[config.mk]
export PLATFORM = sky130hd
export DESIGN_NAME = queue_to_sb_fifo_sim
export DESIGN_NICKNAME = d
export VERILOG_FILES = /design/src/rtl/queue_to_sb_fifo_sim.sv
export SDC_FILE = /design/constraint.sdc
export NUM_CORES = 1
export LEC_CHECK = 0
export ABC_AREA = 1
export CAP_MARGIN = 25
export CORE_AREA = 4 4 173 175
export CTS_BUF_LIST = sky130_fd_sc_hd__clkbuf_4 sky130_fd_sc_hd__clkbuf_8
export DETAILED_ROUTE_END_ITERATION = 8
export DIE_AREA = 0 0 177 179
export GPL_TIMING_DRIVEN = 0
export PLACE_DENSITY = 0.46
export SYNTH_ARGS = -nofsm -noshare
export SYNTH_HDL_FRONTEND = slang
export SYNTH_SLANG_ARGS = --single-unit
export TNS_END_PERCENT = 5
[constraint.sdc]
create_clock -name clk -period 2.7 [get_ports clk]
set_input_delay 0.54 -clock clk [delete_from_list [all_inputs] [get_ports clk]]
set_output_delay 0.54 -clock clk [all_outputs]
set_load 0.05 [all_outputs]
[src/rtl/queue_to_sb_fifo_sim.sv]
// Receive endpoint for a switchboard-style packet queue: polls the queue into a
// DEPTH-entry FIFO and presents the head packet as a valid/ready stream.
module queue_to_sb_fifo_sim #(
    parameter int DW                 = 416,
    parameter int DEPTH              = 4,
    parameter bit VALID_MODE_DEFAULT = 1'b0,
    parameter int QDEPTH             = 16
) (
    input  logic                       clk,
    input  logic                       reset,
    output logic [DW-1:0]              data,
    output logic [31:0]                dest,
    output logic                       last,
    output logic                       valid,
    input  logic                       ready,
    output logic [$clog2(DEPTH+1)-1:0] count
);
    localparam int PW = $clog2(DEPTH);
    localparam int CW = $clog2(DEPTH+1);
    localparam int QW = $clog2(QDEPTH);
    localparam logic [CW-1:0] FULL_CNT = CW'(DEPTH);
    localparam logic [QW:0]   Q_FULL   = (QW+1)'(QDEPTH);

    // Channel state owned by the software side of the queue; reset never touches it.
    int            id         = -1;
    logic          valid_mode = VALID_MODE_DEFAULT;
    logic [QW:0]   q_tail     = '0;
    logic [DW-1:0] q_data [QDEPTH];
    logic [31:0]   q_dest [QDEPTH];
    logic          q_last [QDEPTH];

    logic [QW:0]   q_head_q;
    logic [DW-1:0] mem_data_q [DEPTH];
    logic [31:0]   mem_dest_q [DEPTH];
    logic          mem_last_q [DEPTH];
    logic [PW-1:0] rd_ptr_q, rd_ptr_d;
    logic [PW-1:0] wr_ptr_q, wr_ptr_d;
    logic [CW-1:0] count_q, count_d;
    logic          gate_q, gate_d;
    logic [15:0]   lfsr_q, lfsr_d;
    logic          push, pop;

    task automatic init(input string uri);
        if (id == -1 && uri.len() != 0) begin
            q_tail = '0;
            id     = 0;
        end
    endtask

    task automatic set_valid_mode(input logic v);
        valid_mode = v;
    endtask

    // Producer side of the shared queue; ok=0 means the queue is full or not open.
    task automatic sb_send(input logic [DW-1:0] d, input logic [31:0] de,
                           input logic l, output logic ok);
        ok = (id != -1) && ((q_tail - q_head_q) != Q_FULL);
        if (ok) begin
            q_data[q_tail[QW-1:0]] = d;
            q_dest[q_tail[QW-1:0]] = de;
            q_last[q_tail[QW-1:0]] = l;
            q_tail = q_tail + (QW+1)'(1);
        end
    endtask

    assign valid = (count_q != '0) && gate_q;
    assign data  = mem_data_q[rd_ptr_q];
    assign dest  = mem_dest_q[rd_ptr_q];
    assign last  = mem_last_q[rd_ptr_q];
    assign count = count_q;

    always_comb begin
        pop      = valid && ready;
        // Polling uses the pre-edge occupancy, so a full FIFO never polls even while popping.
        push     = !reset && (id != -1) && (count_q != FULL_CNT) && (q_tail != q_head_q);
        rd_ptr_d = pop  ? rd_ptr_q + PW'(1) : rd_ptr_q;
        wr_ptr_d = push ? wr_ptr_q + PW'(1) : wr_ptr_q;
        count_d  = count_q + CW'(push) - CW'(pop);
        lfsr_d   = {lfsr_q[14:0], lfsr_q[15] ^ lfsr_q[13] ^ lfsr_q[12] ^ lfsr_q[10]};
        if (!valid_mode) begin
            gate_d = 1'b1;
        end else if (valid && !ready) begin
            gate_d = 1'b1;
        end else begin
            gate_d = lfsr_q[0];
        end
    end

    always_ff @(posedge clk) begin
        if (reset) begin
            rd_ptr_q <= '0;
            wr_ptr_q <= '0;
            count_q  <= '0;
            gate_q   <= 1'b0;
            lfsr_q   <= 16'hACE1;
        end else begin
            rd_ptr_q <= rd_ptr_d;
            wr_ptr_q <= wr_ptr_d;
            count_q  <= count_d;
            gate_q   <= gate_d;
            lfsr_q   <= lfsr_d;
        end
    end

    always_ff @(posedge clk) begin
        if (push) begin
            mem_data_q[wr_ptr_q] <= q_data[q_head_q[QW-1:0]];
            mem_dest_q[wr_ptr_q] <= q_dest[q_head_q[QW-1:0]];
            mem_last_q[wr_ptr_q] <= q_last[q_head_q[QW-1:0]];
        end
    end

    // The queue read index stays parked at zero until the channel is opened.
    always_ff @(posedge clk) begin
        if (id == -1) begin
            q_head_q <= '0;
        end else if (push) begin
            q_head_q <= q_head_q + (QW+1)'(1);
        end
    end
endmodule

-- After elaboration in Yosys (flattened, before gate mapping)
Index checks and enable logic that the tools add are counted.
- add/sub/neg operators: 1
- multiplexer cells: 1
- reduce and logical (&&, ||, !) cells: 3
- operators with widths (operator ; count):
    $reduce_bool 3->1 ; 1
    $sub 3x1->3 ; 1
    $logic_and 1x1->1 ; 2
    $mux 1 ; 1
- logic and storage cells: 7
- bits in registers: 4
- output and inout port bits: 453
- input bits: 3

-- Longest topological paths before layout
Gate-level depths: netlist of run 1.
- depth after elaboration: 4
- depth in mapped cells: 8
- mapped depth without buffers: 8

-- Worst setup path before layout of run 1
Ideal clock, no wire load.
- path kind: flip-flop to output port
- start: register count_q[2], in the netlist count[2]
- end: output valid
- stages on the path, launching flop included: 5
- path buffers: 0
- data required time: 2160 ps
- slack: 995 ps
- data arrival time: 1165 ps
- path through: dfxtp_1 -> inv_1 -> nand2_1 -> nand2_2 -> inv_1
- word-level cells in the longest chain between the ends: 2
- RTL lines (what ; line ; source):
    start: declaration ; 38 ; logic [CW-1:0] count_q, count_d;
    start signal: assignment ; 99 ; count_q <= count_d;
    $reduce_bool 3->1 ; 66 ; assign valid = (count_q != '0) && gate_q;
    $logic_and 1x1->1 ; 66 ;
    end: declaration ; 14 ; output logic valid,
Every way passes these cells.

-- Worst setup path after layout of run 1
Same ends and word-level chain as after synthesis.

==> results of run 1 <==
-- worst max-delay path by stage --
stage | from | end | slack (ns)
2_1_floorplan | count[2] | valid | 1.0
3_3_place_gp | count[2] | valid | 0.70
3_5_place_dp | count[2] | valid | 0.71
4_1_cts | count[2] | valid | 0.48
5_1_grt | count[2] | valid | 0.43
6_report | count[2] | valid | 0.52
-- placed cells by master (no fill, tap or decap) --
cell type and instances:
buf_4 449, conb_1 449, inv_1 6, clkdlybuf4s50_1 6, nor2_1 4, dfxtp_1 4, clkbuf_8 3, ha_1 2
nand2_1 1, nand2_2 1, nor2_2 1, xnor2_1 1
-- sequential cells by signal (all words and copies together), names as in the netlist --
signal and count:
count 3, gate_q 1
-- tightest hold or removal path, cell delays in order, from the launching register on --
cell,delay [ns]
dfxtp_1,0.31
inv_1,0.06
ha_1,0.12
nor2_1,0.04
-- stage by stage --
stage | power, W | hold WS [ns] | area, um2
finish | 0.002099 | 0.5696 | 5806
global route | 0.002184 | 0.6073 | 5806
CTS | 0.002051 | 0.5770 | 5806
detailed placement | 0.001927 | 0.5663 | 5764
global placement | 0.001927 | 0.5542 | 5764
floorplan | 0.001923 | 0.5965 | 5224
-- routing by layer --
metal	global-route usage [%]	share of wire, %
met5	0	0
met4	0.4836	0.43
met3	1.434	20
met2	6.609	60
met1	2.123	19
-- cells by family after synthesis --
| family | synth area share (%) |
|---|---|
| other | 0.1059 |
| flip-flops | 2.261 |
| AND/OR/NAND/NOR | 0.8831 |
| adder cells (fa/ha/maj) | 0.7064 |
| buffers and inverters | 95.80 |
| XOR/XNOR | 0.2473 |
-- power breakdown --
part / internal (W) / switching (W) / leakage, nW
combinational: 0.000449 / 0.00147 / 3.98
clock: 0.0000948 / 0.0000282 / 0.0216
sequential: 0.0000604 / 0.000000375 / 0.0326
total: 0.000604 / 0.00149 / 4.03
-- area by class of cell --
class | instances | area (um2)
sequential | 4 | 80.08
buffer | 449 | 3371
timing repair buffer | 6 | 60.06
clock buffer | 3 | 41.29
inverter | 6 | 22.52
tap | 384 | 480.5
multi-input combinational | 459 | 1750
fill | 3218 | 22660
==> out/qor.csv, run 1 <==
metric,value,unit
outcome,finished clean,
fin_util,20.39,%
cp_num_cells,5,
grt_max_degree,5,
synth_top_cell_area_share,95.16,%
place_ws,0.7119,ns
cap_violations,0,
cpMaxStageDelayCell,clkdlybuf4s50_1,
fin_worst_skew,0.001598,ns
slew_headroom,63.85,%
layout-drive-gt1-share,48.98,%
cp_num_buf_inv,3,
clk_latency,0.21,ns
overflow,0,
crit_path_end_kind,output pin,
finalHoldViolCount,0,
clkTransAtPathRegs,0.03,ns
drc,0,
dr.pass1.iters,2,
wirelength,6.775,mm
path_class,reg -> out,
final_max_slew_viol_count,0,
finalCritPeriodShare,80.69,%
synth-main-ff-cell,dfxtp_1,
hp-class,reg -> reg,
htreeDepth,1,
drtIter0Drc,5,
rsz0062_at_grt,no,
start_util,12.44,%
clockBufferDepth,2,
post_drt_wl_per_cell,5.168,um
post_cts.repair.setup_buffers,0,
ctsResizeCount,0,
viasPerCell,1.853,
yosysSeqAreaShare,2.261,%
die_w,177,um
antenna_found_initial,0,
layout_setup_ws,0.5214,ns
coreArea,28470,um2
finalNonFillerCells,1311,
final_antenna_net_count,0,
ys_types,10,
tightestPinTransition,0.5405,ns
worstPathRequired,2.16,ns
cts_buffers,3,
leakagePower,4.033,nW
synth_warnings,7184,
ys_ff_latch,4,
min_period,2.179,ns
num_io_pins,456,
diodes,0,
grt_pass1_wl,7.797,mm
cts_sinks,4,
path_common_cell,inv_1,
first_global_vias,1579,
startpoint_type,flip-flop,
io_buffers,6,
cp.arrival,1.64,ns
grt_usage,2.938,%
synthToLayoutAreaGrowth,63.90,%
yosys-top-cells-count,"449 x buf_4, 6 x inv_1, 4 x dfxtp_1, 4 x nor2_1, 2 x ha_1",
r2r-start,count[1],
gp_congestion,0.6681,
dpl.hpwl,6.996,mm
cpPeakStageDelay,0.81,ns
powerDensity,361.5,nW/um2
die_area,31680,um2
setup_violations,0,
clock.fmax,459.0,MHz
fp-row-count,62,
rr_worst_depth,8,
synthTopCellsByArea,"buf_4 95%, dfxtp_1 2.3%, ha_1 0.71%",
async_flop_share,0,%
fp.dieH,179,um
holdPathEnd,count[0],
placed_cells,1308,
clockRootBuffer,clkbuf_8,
peakVddDrop,0.2647,mV
tns,0,ns
hold_path_startpoint,count[0],
yosysMostFrequentCell,buf_4,
syn_inst,470,
critical_path.max_fanout,3,
finalNetCount,934,
cts-hold-fix-buffers,0,
vias,2429,
syn_area,3542,um2
regToRegEndpoint,count[2],
path_delay_family,buffers and inverters,
synth_edf_count,0,
yosys.area.top_type,buf_4,
crit_chain,inv_1 > nand2_1 > nand2_2 > inv_1 > clkdlybuf4s50_1,
hold_depth,3,
ff2ff_setup_slack,1.46,ns
syn_avg_cell_area,7.536,um2
tritoncts,yes,
Note: power is estimated with default switching activity, not from simulation.
==> inputs of run 2 (changes only) <==
CORE_AREA = 4 4 174 176   (was 4 4 173 175)
DIE_AREA = 0 0 178 180   (was 0 0 177 179)
PLACE_DENSITY = 0.48   (was 0.46)
clock period = 1.9 ns   (was 2.7 ns; I/O delays follow)
==> out/qor.csv, run 2 (synthesis results as in run 1) <==
metric,value,unit
overflow,0,
cpMaxStageDelayCell,clkdlybuf4s50_1,
use_met3,1.197,%
clkTransAtPathRegs,0.03,ns
io_buffers,6,
final_cell_mix,"449 x buf_4, 449 x conb_1, 6 x inv_1, 5 x clkdlybuf4s50_1",
antenna_found_initial,0,
top_usage_layer,met2,
wirelength,6.856,mm
tightestPinTransition,0.5089,ns
total_power,0.002987,W
clockBufferDepth,2,
drc,0,
cts_buffers,3,
cp.arrival,1.40,ns
fp-row-count,62,
fin_worst_skew,0.001171,ns
clk_latency,0.22,ns
crit_chain,clkdlybuf4s50_1,
crit_path_end_kind,output pin,
gp_congestion,0.7061,
post_drt_wl_per_cell,5.230,um
slew_headroom,65.96,%
htreeDepth,1,
peakVddDrop,0.2627,mV
tns,0,ns
vias,2423,
fp.dieH,180,um
drtIter0Drc,8,
crit_start,count[2],
tritoncts,yes,
cp_num_cells,1,
post_cts.repair.setup_buffers,0,
rsz0062_at_grt,no,
setup_violations,0,
num_io_pins,456,
dr.pass1.iters,4,
hold_path_startpoint,count[2],
grt_max_degree,5,
hp-class,reg -> reg,
die_w,178,um
worstPathRequired,1.52,ns
cpPeakStageDelay,0.83,ns
cp_num_buf_inv,1,
leakagePower,4.038,nW
die_area,32040,um2
min_period,1.781,ns
finalNetCount,934,
path_class,reg -> out,
grtUsageMet2,8.048,%
final_antenna_net_count,0,
startpoint_type,flip-flop,
hold_depth,2,
grt_pass1_wl,8.783,mm
clockRootBuffer,clkbuf_8,
outcome,finished clean,
first_global_vias,1792,
start_util,12.37,%
finalHoldViolCount,0,
layout-drive-gt1-share,48.98,%
grt_use_met1,1.965,%
clock.fmax,561.4,MHz
rr_worst_depth,8,
finalCritPeriodShare,93.75,%
grt_usage,3.285,%
path_delay_family,buffers and inverters,
largest_register_ffs,3,
coreArea,28630,um2
cap_violations,0,
r2r-start,count[1],
viasPerCell,1.848,
synthToLayoutAreaGrowth,63.86,%
final_max_slew_viol_count,0,
critical_path.max_fanout,3,
cts_sinks,4,
dpl.hpwl,7.065,mm
powerDensity,514.7,nW/um2
diodes,0,
-- run 2: worst paths after layout --
path	slack (ns)	endpoint
min	0.55	count[2]
max	0.12	count[2]
min reg2reg	0.55	count[2]
max reg2reg	0.63	count[2]
-- run 2: area by class of cell --
class	instances	area, um2
flip-flops and latches	4	80.08
repair buffers	6	58.81
inverters	6	22.52
well taps	384	480.5
clock buffers	3	41.29
plain buffers	449	3371
multi-input cells	459	1750
fillers	3238	22820
-- run 2: through the flow --
step                hold WS [ns]  util, %  setup slack (ns)  cells  area (um2)
detailed placement        0.5402    20.14            0.1043   1308        5764
CTS                       0.5624    20.28            0.1059   1311        5804
floorplan                 0.4365        -            0.3553    918        5224
finish                    0.5532    20.28            0.1188   1311        5804
global route              0.6048    20.28           0.07102   1311        5804
global placement          0.5259    20.14            0.1098   1308        5764
-- run 2: what timing repair did --
| item | CTS | global route |
|---|---|---|
| endpoints found under the setup margin | 1 | 0 |
| resized for setup | 1 | 0 |
| hold buffers | 0 | 0 |
-- run 2: where the power goes --
part | switching [W] | total (W) | internal [W] | leakage [nW]
combinational | 0.00208 | 0.00272 | 0.000638 | 3.98
clock | 0.0000441 | 0.000179 | 0.000135 | 0.0216
sequential | 0.000000502 | 0.0000863 | 0.0000858 | 0.0326
-- run 2: layer usage --
layer	vias up	wire [um]
met3	5	1422
met4	0	44
met5	-	0
li1	1422	-
met1	762	1289
met2	234	4100
